[config.mk]
export PLATFORM = sky130hd
export DESIGN_NAME = io_input_port
export DESIGN_NICKNAME = d
export VERILOG_FILES = /design/src/rtl/io_pkg.sv /design/src/rtl/io_sync_debounce.sv /design/src/rtl/io_input_port.sv
export SDC_FILE = /design/constraint.sdc
export NUM_CORES = 1
export LEC_CHECK = 0
export BUFFER_PORTS_ARGS = -buffer_cell sky130_fd_sc_hd__buf_2
export CAP_MARGIN = 20
export CORE_MARGIN = 4
export CORE_UTILIZATION = 52
export DETAILED_ROUTE_END_ITERATION = 7
export PLACE_DENSITY_LB_ADDON = 0.05
export SLEW_MARGIN = 0
export SYNTH_ARGS = -nofsm -noshare
export SYNTH_HDL_FRONTEND = slang
export SYNTH_HIERARCHICAL = 1
export SYNTH_SLANG_ARGS = --single-unit
[constraint.sdc]
create_clock -name CLK -period 2.1 [get_ports CLK]
set_clock_uncertainty 0.05 [all_clocks]
set_input_delay 0.315 -clock CLK [delete_from_list [all_inputs] [get_ports CLK]]
set_output_delay 0.315 -clock CLK [all_outputs]
set_load 0.02 [all_outputs]
[src/rtl/io_pkg.sv]
// Shared definitions for the FPGA input path: word width and debounce FSM encoding.
package io_pkg;

    localparam int IO_WIDTH = 16;

    typedef enum logic [1:0] {
        IDLE         = 2'd0,
        PRESS_WAIT   = 2'd1,
        HELD         = 2'd2,
        RELEASE_WAIT = 2'd3
    } db_state_e;

endpackage

[src/rtl/io_sync_debounce.sv]
// Synchronizes a raw push-button and debounces it; emits a one-cycle press_pulse
// in the cycle whose closing edge enters HELD.
//
// state        | meaning
// -------------+-----------------------------------------------------------
// IDLE         | button released and stable
// PRESS_WAIT   | button seen high, counting stable high samples
// HELD         | press accepted (capture fired on entry), waiting for release
// RELEASE_WAIT | button seen low, counting stable low samples
module io_sync_debounce
    import io_pkg::*;
#(
    parameter int SYNC_STAGES     = 2,
    parameter int DEBOUNCE_CYCLES = 4
) (
    input  logic CLK,
    input  logic reset,
    input  logic raw,
    output logic clean,
    output logic press_pulse
);

    localparam int CW = $clog2(DEBOUNCE_CYCLES + 1);
    localparam logic [CW-1:0] CNT_LAST = CW'(DEBOUNCE_CYCLES - 1);
    localparam logic [CW-1:0] CNT_ONE  = CW'(1);

    logic [SYNC_STAGES-1:0] sync_q, sync_d;
    db_state_e              state_q, state_d;
    logic [CW-1:0]          cnt_q, cnt_d;
    logic                   btn_s;

    assign btn_s = sync_q[SYNC_STAGES-1];
    assign clean = (state_q == HELD) || (state_q == RELEASE_WAIT);

    always_ff @(posedge CLK) begin
        if (reset) begin
            sync_q  <= '0;
            state_q <= IDLE;
            cnt_q   <= '0;
        end else begin
            sync_q  <= sync_d;
            state_q <= state_d;
            cnt_q   <= cnt_d;
        end
    end

    always_comb begin
        sync_d      = {sync_q[SYNC_STAGES-2:0], raw};
        state_d     = state_q;
        cnt_d       = cnt_q;
        press_pulse = 1'b0;
        unique case (state_q)
            IDLE: begin
                cnt_d = '0;
                if (btn_s) begin
                    // A single-sample debounce accepts the press immediately.
                    if (DEBOUNCE_CYCLES == 1) begin
                        state_d     = HELD;
                        press_pulse = 1'b1;
                    end else begin
                        state_d = PRESS_WAIT;
                        cnt_d   = CNT_ONE;
                    end
                end
            end
            PRESS_WAIT: begin
                if (!btn_s) begin
                    state_d = IDLE;
                    cnt_d   = '0;
                end else if (cnt_q == CNT_LAST) begin
                    state_d     = HELD;
                    cnt_d       = '0;
                    press_pulse = 1'b1;
                end else begin
                    cnt_d = cnt_q + CNT_ONE;
                end
            end
            HELD: begin
                cnt_d = '0;
                if (!btn_s) begin
                    if (DEBOUNCE_CYCLES == 1) begin
                        state_d = IDLE;
                    end else begin
                        state_d = RELEASE_WAIT;
                        cnt_d   = CNT_ONE;
                    end
                end
            end
            RELEASE_WAIT: begin
                if (btn_s) begin
                    state_d = HELD;
                    cnt_d   = '0;
                end else if (cnt_q == CNT_LAST) begin
                    state_d = IDLE;
                    cnt_d   = '0;
                end else begin
                    cnt_d = cnt_q + CNT_ONE;
                end
            end
            default: begin
                state_d = IDLE;
                cnt_d   = '0;
            end
        endcase
    end

endmodule

[src/rtl/io_input_port.sv]
// FPGA-side producer for the CPU FPGAIn path: latches one switch word per debounced
// ENTER press and hands it over with a ready/acknowledge handshake.
module io_input_port
    import io_pkg::*;
#(
    parameter int WIDTH           = IO_WIDTH,
    parameter int SYNC_STAGES     = 2,
    parameter int DEBOUNCE_CYCLES = 4
) (
    input  logic             CLK,
    input  logic             reset,
    input  logic [WIDTH-1:0] SwitchIn,
    input  logic             EnterBtn,
    input  logic             RdAck,
    output logic [WIDTH-1:0] FPGAIn,
    output logic             InReady,
    output logic             Overrun
);

    logic [SYNC_STAGES-1:0][WIDTH-1:0] sw_sync_q, sw_sync_d;
    logic [WIDTH-1:0]                  data_q, data_d;
    logic                              ready_q, ready_d;
    logic                              ovr_q, ovr_d;
    logic [WIDTH-1:0]                  sw_s;
    logic                              press_pulse;
    logic                              btn_clean_unused;

    io_sync_debounce #(
        .SYNC_STAGES     (SYNC_STAGES),
        .DEBOUNCE_CYCLES (DEBOUNCE_CYCLES)
    ) u_enter_db (
        .CLK         (CLK),
        .reset       (reset),
        .raw         (EnterBtn),
        .clean       (btn_clean_unused),
        .press_pulse (press_pulse)
    );

    assign sw_s = sw_sync_q[SYNC_STAGES-1];

    always_ff @(posedge CLK) begin
        if (reset) begin
            sw_sync_q <= '0;
            data_q    <= '0;
            ready_q   <= 1'b0;
            ovr_q     <= 1'b0;
        end else begin
            sw_sync_q <= sw_sync_d;
            data_q    <= data_d;
            ready_q   <= ready_d;
            ovr_q     <= ovr_d;
        end
    end

    always_comb begin
        sw_sync_d = {sw_sync_q[SYNC_STAGES-2:0], SwitchIn};
        data_d    = data_q;
        ready_d   = ready_q;
        ovr_d     = ovr_q;
        if (press_pulse) begin
            // Newest word always wins; an ack in the same cycle consumes the old one.
            data_d  = sw_s;
            ready_d = 1'b1;
            if (RdAck) begin
                ovr_d = 1'b0;
            end else if (ready_q) begin
                ovr_d = 1'b1;
            end
        end else if (RdAck && ready_q) begin
            ready_d = 1'b0;
            ovr_d   = 1'b0;
        end
    end

    assign FPGAIn  = data_q;
    assign InReady = ready_q;
    assign Overrun = ovr_q;

endmodule

==> impl_results.md, run 1 <==
* CP startpoint kind: flop
* DR WL/cell at 10.7 µm
* Antenna-violating nets left at 0
* Routability congestion estimate from global placement at 0.717
* Met1 WL at 1060 µm
* Nets at 214
* VDD IR max at 605 µV
* Multi-input gate area at 583 µm²
* Placement Setup Slack at 292 ps
* Hold buffer count at cts at 0
* Family with the most delay on the worst path: simple AND/OR/NAND/NOR gates
* CTS clk-pin slew, worst paths at 90 ps
* Post-Route WL at 2590 µm
* Reg2Reg Setup Slack at 300 ps
* Critical path arrival at 2010 ps
* WS Path Type: reg2reg
* Max layer used: met4
* Max Cap Viol at 0
* Number of global-route vias before repair at 1107
* CTS tree: done
* Largest net degree at the start of global routing at 32
* Hold Path Stages at 2
* Post-CTS Setup Inserts at 0
* Starting Density at 56.5%
* DR vias/cell at 4.48
* # H-tree levels at 3
* Post-CTS Resized at 0
* Most frequent cells in the layout: dfxtp_1 (57), buf_2 (37), nor2b_1 (34)
* Status: complete, no violations
* Worst R2R End: FPGAIn[5]
* Final worst slack at 299 ps
* Core Region at 3150 µm²
* Cts bufs inserted at 9
* Share of cells above drive strength 1 at 29.8%
* Setup violators final at 0
* Power per cell area at 930 nW/µm²
* YS warnings at 6
* Clock share of power at 41.0%
* Fill cell count at 285
* FF-to-FF Start: u_enter_db/cnt_q[0]
* Unrepaired setup endpoints after global routing: no
* Buffers & Inverters on Critical Path at 1
* Pleak at 0.901 nW
* P_int at 1.60 mW
* Residual DRC count at 0
* Pre-antenna DRT Iters at 3
* Tcrit/Tclk final at 85.8%
* Worst skew pair latency at 370 ps
* Avg Cell Area, Syn at 12.0 µm²
* Reg power frac at 56.1%
* Most common cell after layout, fill and taps aside: dfxtp_1
* Hold_sp: SwitchIn[11]
* Initial DRC Count at 21
* Fmax achieved at 555 MHz
* Routed wl met2 at 1290 µm
* Num rows at 20
* Power share of the combinational group at 2.9%
* Crit path required time at 2310 ps
* Ports at 38
* Antenna violations before repair at 0
* Chip Height at 66.6 µm
* Reg2reg path depth at 6
* Cell Area, Synth at 1780 µm²
* Final total power at 1.99 mW
* Root Driver: clkbuf_4
* Hold Crit Class: in2reg
* Minimum clock period at 1800 ps
* P_sw at 0.389 mW
* Syn-to-layout area delta at 20.1%
* First-pass GRT wire length at 4550 µm
* Congestion Overflow GR at 0
* Critical Path Sink Type: flop
* Setup TNS at 0 ps
* Synth Instances at 149
* Slowest stage delay, CP at 410 ps
* Detail Placement HPWL at 1850 µm
* Slew HR at 67.9%
* Die W at 66.6 µm
* GRT Util Overall at 14.2%
* Cell Chain, Critical Path: ha_1, and3b_4, and3b_2, buf_4, mux2i_1, nor2_1
* Number of antenna diodes at 0
* Syn nets at 170
* CTS max path bufs at 2
* IO buf count at 37
* Final Hold Vio Count at 0
* Metal3 WL at 166 µm
* Die Footprint at 4430 µm²
* Reg area at 1140 µm²
* Hold endpoint: sw_sync_d[27]
* Least-Margin Pin Slew at 481 ps
* Crit-path slowest cell: and3b_2
* Critical path peak fanout at 12
* Slew Viols, Final at 0
* Via count at 1084
* CTS Sinks at 57
* Sw frac at 19.5%
-- how the worst max path moves through the flow --
stage | startpoint | to | slack [ps] | cells after the start
after floorplan | u_enter_db/cnt_q[0] | FPGAIn[10] | 560 | 7
after global placement | u_enter_db/cnt_q[0] | FPGAIn[12] | 360 | 6
after detailed placement | u_enter_db/cnt_q[0] | FPGAIn[6] | 290 | 6
after CTS | u_enter_db/cnt_q[0] | FPGAIn[5] | 270 | 6
after global routing | u_enter_db/cnt_q[0] | FPGAIn[5] | 140 | 6
final | u_enter_db/cnt_q[0] | FPGAIn[5] | 300 | 6
-- flip-flops by register name, summed over array words and instances (netlist names), named ones only --
register and cells:
Overrun 1, sw_s 16, u_enter_db/sync_q 2, InReady 1, sw_sync_d 16, FPGAIn 16, u_enter_db/cnt_q 3, u_enter_db/state_q 1
-- layer usage --
layer	vias up	track usage (%)
met5	-	0
met4	0	9.14
met3	10	5.56
met2	28	24.6
met1	479	13.9
li1	567	-
-- worst register-to-register path: stages, from the launching register on --
cell and delay, ps:
dfxtp_1 360, ha_1 180, and3b_4 230, and3b_2 410, buf_4 230, mux2i_1 190
nor2_1 50
-- layout make-up --
| cell class | count | area share [%] |
|---|---|---|
| flip-flops and latches | 57 | 53.3 |
| multi-input cells | 84 | 27.2 |
| repair buffers | 40 | 9.70 |
| clock buffers | 14 | 5.43 |
| well taps | 44 | 2.57 |
| clock inverters | 2 | 1.64 |
| inverters | 1 | 0.175 |
-- power groups by stage --
| stage | combinational, mW | clock, mW | sequential (mW) |
|---|---|---|---|
| CTS | 0.0591 | 0.833 | 1.12 |
| floorplan | 0.0360 | 0 | 1.14 |
| finish | 0.0574 | 0.817 | 1.12 |
| detailed placement | 0.0591 | 0 | 1.14 |
| global placement | 0.0564 | 0 | 1.14 |
| global route | 0.0663 | 0.896 | 1.12 |
-- metrics by stage --
| step | area [µm²] | std cells | util [%] | hold WS (ps) |
|---|---|---|---|---|
| 2_1_floorplan | 1780 | 149 | - | 337 |
| 3_3_place_gp | 1990 | 226 | 63.1 | 367 |
| 3_5_place_dp | 1990 | 226 | 63.1 | 372 |
| 4_1_cts | 2140 | 242 | 67.9 | 78.8 |
| 5_1_grt | 2140 | 242 | 67.9 | 85.1 |
| 6_report | 2140 | 242 | 67.9 | 95.6 |
(Power assumes the default switching activity.)
==> run 2: changes to the inputs <==
--- a/config.mk
+++ b/config.mk
@@ -5,11 +5,13 @@
 export SDC_FILE = /design/constraint.sdc
 export NUM_CORES = 1
 export LEC_CHECK = 0
+export ABC_CLOCK_PERIOD_IN_PS = 2100
 export BUFFER_PORTS_ARGS = -buffer_cell sky130_fd_sc_hd__buf_2
 export CAP_MARGIN = 20
 export CORE_MARGIN = 4
-export CORE_UTILIZATION = 52
+export CORE_UTILIZATION = 45
 export DETAILED_ROUTE_END_ITERATION = 7
+export MAX_ROUTING_LAYER = met4
 export PLACE_DENSITY_LB_ADDON = 0.05
 export SLEW_MARGIN = 0
 export SYNTH_ARGS = -nofsm -noshare
==> run 2 against run 1 <==
Register-to-register slack gained 30 ps; via count about the same; critical path depth did not move; die area grew 14%; final cell count rose by 1.2%; fmax increased by 1.5%; clock power increased by 19%; worst hold slack gained 56 ps; combinational power shrank 0.7%; sequential cell count unchanged; global-route usage is 1.7 points lower; setup slack better by 27 ps; largest cell class unchanged.
==> impl_results.md, run 2 (synthesized netlist as in run 1, its figures left out) <==
* Crit path required time at 2230 ps (-80 ps)
* Status: complete, no violations
* P_int at 1.75 mW (+8.9%)
* Slew HR at 47.6% (-20 points)
* VDD IR max at 495 µV (-18%)
* WS Path Type: reg2reg
* CTS clk-pin slew, worst paths at 60 ps (-30 ps)
* Detail Placement HPWL at 1750 µm (-5.3%)
* Minimum clock period at 1770 ps (-26.6 ps)
* Setup TNS at 0 ps (unchanged)
* Number of antenna diodes at 0 (unchanged)
* Num rows at 22 (+10%)
* Finished Layout Cells at 245 (+1.2%)
* Number of global-route vias before repair at 1103 (-0.36%)
* Largest net degree at the start of global routing at 49 (+53%)
* Share of cells above drive strength 1 at 29.9% (+0.15 points)
* Die Footprint at 5030 µm² (+14%)
* Most common cell after layout, fill and taps aside: dfxtp_1
* # H-tree levels at 3 (unchanged)
* Placed cell area at 2000 µm² (+0.25%)
* Ports at 38 (unchanged)
* CTS tree: done
* Post-Route WL at 2540 µm (-2.2%)
* Hold buffer count at cts at 0 (unchanged)
* IO buf count at 37 (unchanged)
* Routability congestion estimate from global placement at 0.650 (-9.4%)
* Post-layout util at 58.5% (-9.4 points)
* Fill cell count at 342 (+20%)
* Cell area after layout at 2190 µm² (+2.3%)
* Final total power at 2.15 mW (+7.9%)
* Power per cell area at 982 nW/µm² (+5.5%)
* First-pass GRT wire length at 4550 µm (-0.15%)
* Setup violators final at 0 (unchanged)
* Hold Crit Class: in2reg
* GRT Util Overall at 12.5% (-1.7 points)
* Congestion Overflow GR at 0 (unchanged)
* Via count at 1083 (-0.092%)
* Met1 GRT Util at 11.9% (-2.1 points)
* Cts bufs inserted at 9 (unchanged)
* Core Region at 3740 µm² (+19%)
* Residual DRC count at 0 (unchanged)
* Slew Viols, Final at 0 (unchanged)
* Critical path peak fanout at 10 (-2)
* Chip Height at 70.9 µm (+6.6%)
* Most frequent cells in the layout: dfxtp_1 (57), buf_2 (37), nor2b_1 (34)
* Post-CTS Resized at 0 (unchanged)
* Post-CTS Setup Inserts at 0 (unchanged)
* Root Driver: clkbuf_8
* Critical Path Sink Type: flop
* Initial DRC Count at 38 (+81%)
* Worst skew pair latency at 320 ps (-50 ps)
* CTS Sinks at 57 (unchanged)
* Least-Margin Pin Slew at 785 ps (+305 ps)
* CTS max path bufs at 2 (unchanged)
* P_sw at 0.405 mW (+4.1%)
* Tcrit/Tclk final at 84.5% (-1.3 points)
* Unrepaired setup endpoints after global routing: no
* DR WL/cell at 10.3 µm (-3.4%)
* Power share of the combinational group at 2.7% (-0.2 points)
* Met3 Use GR at 5.97% (+0.40 points)
* Pre-antenna DRT Iters at 4 (+1)
* Antenna violations before repair at 0 (unchanged)
* Sw frac at 18.8% (-0.70 points)
* Nets at 214 (unchanged)
* Pleak at 0.920 nW (+2.1%)
* Starting Density at 47.6% (-8.9 points)
* Critical path arrival at 1900 ps (-110 ps)
* Clock share of power at 45.3% (+4.3 points)
* Final Hold Vio Count at 0 (unchanged)
* Fmax achieved at 564 MHz (+1.5%)
* Reg area at 1140 µm² (unchanged)
* Syn-to-layout area delta at 22.9%
* CP startpoint kind: flop
* Multi-input gate area at 583 µm² (unchanged)
* Placed cell count at 230 (+1.8%)
* DR vias/cell at 4.42 (-1.3%)
* Die W at 70.9 µm (+6.6%)
* GRT met2 Usage at 19.5% (-5.2 points)
* Antenna-violating nets left at 0 (unchanged)
* Reg power frac at 52.1% (-4.0 points)
* GR peak layer: met2
* Max Cap Viol at 0 (unchanged)
[run 2: changes by cell type in the layout (fill, tap and decap cells not counted), sizes merged]
cell / change
clkbuf: -2
clkinv: +1
[run 2: stage by stage]
stage	hold slack, ps	setup WS, ps
2_1_floorplan	337	557
3_3_place_gp	370	394
3_5_place_dp	370	308
4_1_cts	131	299
5_1_grt	128	205
6_report	152	326
[run 2: critical path: stages, from the launching register on]
cell	delay [ps]
dfxtp_1	350
ha_1	180
and3b_4	230
and3b_2	370
buf_4	210
mux2i_1	190
nor2_1	50
[run 2: layout make-up]
class                           instances  area share, %
Multi-Input combinational cell         84           26.6
Clock inverter                          3           1.83
Clock buffer                           12           7.08
Timing Repair Buffer                   40           9.48
Tap cell                               48           2.74
Sequential cell                        57           52.1
Inverter                                1          0.171
[run 2: worst paths after layout]
kind,start,end,slack (ps),cells past startpoint
worst max-delay path,u_enter_db/cnt_q[0],FPGAIn[5],330,6
worst min-delay path,SwitchIn[13],sw_sync_d[29],150,2
worst max register to register,u_enter_db/cnt_q[0],FPGAIn[5],330,6
worst min register to register,sw_sync_d[28],sw_s[12],380,1
[run 2: power by group through the flow]
| stage | clock network (mW) | registers (mW) | logic (mW) |
|---|---|---|---|
| 3_5_place_dp | 0 | 1.14 | 0.0583 |
| 5_1_grt | 1.07 | 1.12 | 0.0658 |
| 2_1_floorplan | 0 | 1.14 | 0.0360 |
| 6_report | 0.974 | 1.12 | 0.0570 |
| 4_1_cts | 1.01 | 1.12 | 0.0584 |
| 3_3_place_gp | 0 | 1.14 | 0.0568 |
[run 2: routing by layer]
metal	vias up	routed length (µm)
li1	564	-
met1	487	1100
met2	25	1210
met3	7	142
met4	0	76
met5	-	0
==> run 3: changes to the inputs <==
--- a/config.mk
+++ b/config.mk
@@ -5,7 +5,7 @@
 export SDC_FILE = /design/constraint.sdc
 export NUM_CORES = 1
 export LEC_CHECK = 0
-export ABC_CLOCK_PERIOD_IN_PS = 2100
+export ABC_CLOCK_PERIOD_IN_PS = 1700
 export BUFFER_PORTS_ARGS = -buffer_cell sky130_fd_sc_hd__buf_2
 export CAP_MARGIN = 20
 export CORE_MARGIN = 4
==> constraint.sdc (replaced) <==
create_clock -name CLK -period 1.7 [get_ports CLK]
set_clock_uncertainty 0.05 [all_clocks]
set_input_delay 0.255 -clock CLK [delete_from_list [all_inputs] [get_ports CLK]]
set_output_delay 0.255 -clock CLK [all_outputs]
set_load 0.02 [all_outputs]
==> run 3 against run 2 <==
Wire length rose by 0.99%; utilization increased by 0.30 points; register-to-register slack got worse by 240 ps; combinational power grew 32%; via count down 0.65%; setup slack worse by 240 ps; critical path type unchanged; largest power group unchanged; sequential cell count did not move; final cell count stayed put; critical path depth stayed put; first-iteration DRC count down 42%; power is 23% higher; highest routed layer unchanged; clock power increased by 21%.
==> impl_results.md, run 3 (synthesized netlist as in run 1, its figures left out) <==
* Status: complete, no violations
* Post-CTS Resized at 0 (unchanged)
* Crit path launch: u_enter_db/cnt_q[0]
* Number of global-route vias before repair at 966 (-12%)
* Cts bufs inserted at 9 (unchanged)
* Power per cell area at 1200 nW/µm² (+22%)
* Largest net degree at the start of global routing at 34 (-31%)
* Initial DRC Count at 22 (-42%)
* Least-Margin Pin Slew at 483 ps (-302 ps)
* Fmax achieved at 620 MHz (+10%)
* Final total power at 2.64 mW (+23%)
* Starting Density at 47.6% (unchanged)
* Critical Path Sink Type: flop
* Critical path arrival at 1800 ps (-100 ps)
* Root Driver: clkbuf_8
* Final hold slack at 89.1 ps (-62.5 ps)
* Pleak at 0.917 nW (-0.33%)
* Most common cell after layout, fill and taps aside: dfxtp_1
* P_sw at 0.506 mW (+25%)
* Routability congestion estimate from global placement at 0.733 (+13%)
* CTS tree: done
* Share of cells above drive strength 1 at 28.9% (-1.0 points)
* Syn-to-layout area delta at 23.5%
* Most frequent cells in the layout: dfxtp_1 (57), buf_2 (37), nor2b_1 (34)
* Cell Chain, Critical Path: ha_1, and3b_4, and3b_2, buf_12, inv_1, o32ai_2
* Hold Crit Class: in2reg
* GRT Util Overall at 12.0% (-0.53 points)
* DR vias/cell at 4.39 (-0.65%)
* P_int at 2.13 mW (+22%)
* Via count at 1076 (-0.65%)
* DR WL/cell at 10.4 µm (+0.99%)
* IO buf count at 37 (unchanged)
* Crit path required time at 1890 ps (-340 ps)
* Pre-antenna DRT Iters at 4 (unchanged)
* VDD IR max at 743 µV (+50%)
* Minimum clock period at 1610 ps (-161 ps)
* WS Path Type: reg2reg
* Worst skew pair latency at 320 ps (about the same)
* Power share of the combinational group at 2.8% (about the same)
* Tcrit/Tclk final at 94.9% (+10 points)
* Slowest stage delay, CP at 360 ps (about the same)
* Setup TNS at 0 ps (unchanged)
* Die Footprint at 5030 µm² (unchanged)
* Final worst slack at 86.2 ps (-239 ps)
* Die W at 70.9 µm (unchanged)
* Antenna violations before repair at 0 (unchanged)
* Core Region at 3740 µm² (unchanged)
* Num rows at 22 (unchanged)
* Slew HR at 67.8% (+20 points)
* CP startpoint kind: flop
* Final Hold Vio Count at 0 (unchanged)
* # H-tree levels at 3 (unchanged)
* Setup violators final at 0 (unchanged)
* Unrepaired setup endpoints after global routing: no
* Antenna-violating nets left at 0 (unchanged)
* Hold buffer count at cts at 0 (unchanged)
* Fill cell count at 334 (-2.3%)
* Sw frac at 19.2% (+0.38 points)
* Nets at 213 (-0.47%)
* Max Cap Viol at 0 (unchanged)
* Placement Setup Slack at 94.7 ps (-213 ps)
* CTS max path bufs at 2 (unchanged)
* Post-Route WL at 2560 µm (+0.99%)
* FF-to-FF Start: u_enter_db/cnt_q[0]
* CTS clk-pin slew, worst paths at 60 ps (about the same)
* Residual DRC count at 0 (unchanged)
* Clock share of power at 44.7% (-0.6 points)
* Slew Viols, Final at 0 (unchanged)
* Hold_sp: SwitchIn[4]
* CTS Sinks at 57 (unchanged)
* Reg power frac at 52.5% (+0.4 points)
* First-pass GRT wire length at 4200 µm (-7.6%)
* Congestion Overflow GR at 0 (unchanged)
* Crit-path slowest cell: dfxtp_1
* Number of antenna diodes at 0 (unchanged)
* Critical path peak fanout at 18 (+8)
* Ports at 38 (unchanged)
* Post-CTS Setup Inserts at 0 (unchanged)
* Chip Height at 70.9 µm (unchanged)
[run 3: routing by layer]
metal  vias to the layer above  track usage [%]  part of all wire (%)
met3                         9             5.68                   6.2
li1                        563                -                     -
met2                        27             16.4                    46
met5                         -                -                     0
met4                         0             11.3                   4.1
met1                       477             12.4                    44
[run 3: area by class of cell]
cell class              count  area [µm²]  share of cell area, %
clock buffers              13         149                   6.76
clock inverters             3        40.0                   1.82
inverters                   1        3.75                  0.170
multi-input cells          84         583                   26.5
flip-flops and latches     57        1140                   51.8
well taps                  48        60.1                   2.73
repair buffers             39         225                   10.2
[run 3: power groups by stage]
stage | Combinational, mW | Clock [mW] | Sequential (mW)
final | 0.0751 | 1.18 | 1.38
after global routing | 0.0861 | 1.27 | 1.39
after CTS | 0.0769 | 1.22 | 1.38
after global placement | 0.0743 | 0 | 1.41
after floorplan | 0.0445 | 0 | 1.41
after detailed placement | 0.0766 | 0 | 1.41
[run 3: final timing paths]
check	cells past startpoint	slack [ps]	endpoint
setup / recovery	6	90	Overrun
hold / removal	2	90	sw_sync_d[20]
setup reg to reg	6	90	Overrun
hold reg to reg	1	380	sw_s[4]
[run 3: critical path, delay by kind of cell, from the launching register on]
family | cells | cell delay, ps
simple gates | 2 | 440
compound gates | 1 | 250
flops | 1 | 360
fa+ha+maj | 1 | 180
buf+inv | 2 | 250
[run 3: per-stage QoR]
| step | area [µm²] | std cells | utilization, % |
|---|---|---|---|
| floorplan | 1780 | 149 | - |
| global placement | 2010 | 229 | 53.8 |
| detailed placement | 2010 | 229 | 53.8 |
| CTS | 2200 | 245 | 58.8 |
| global route | 2200 | 245 | 58.8 |
| finish | 2200 | 245 | 58.8 |
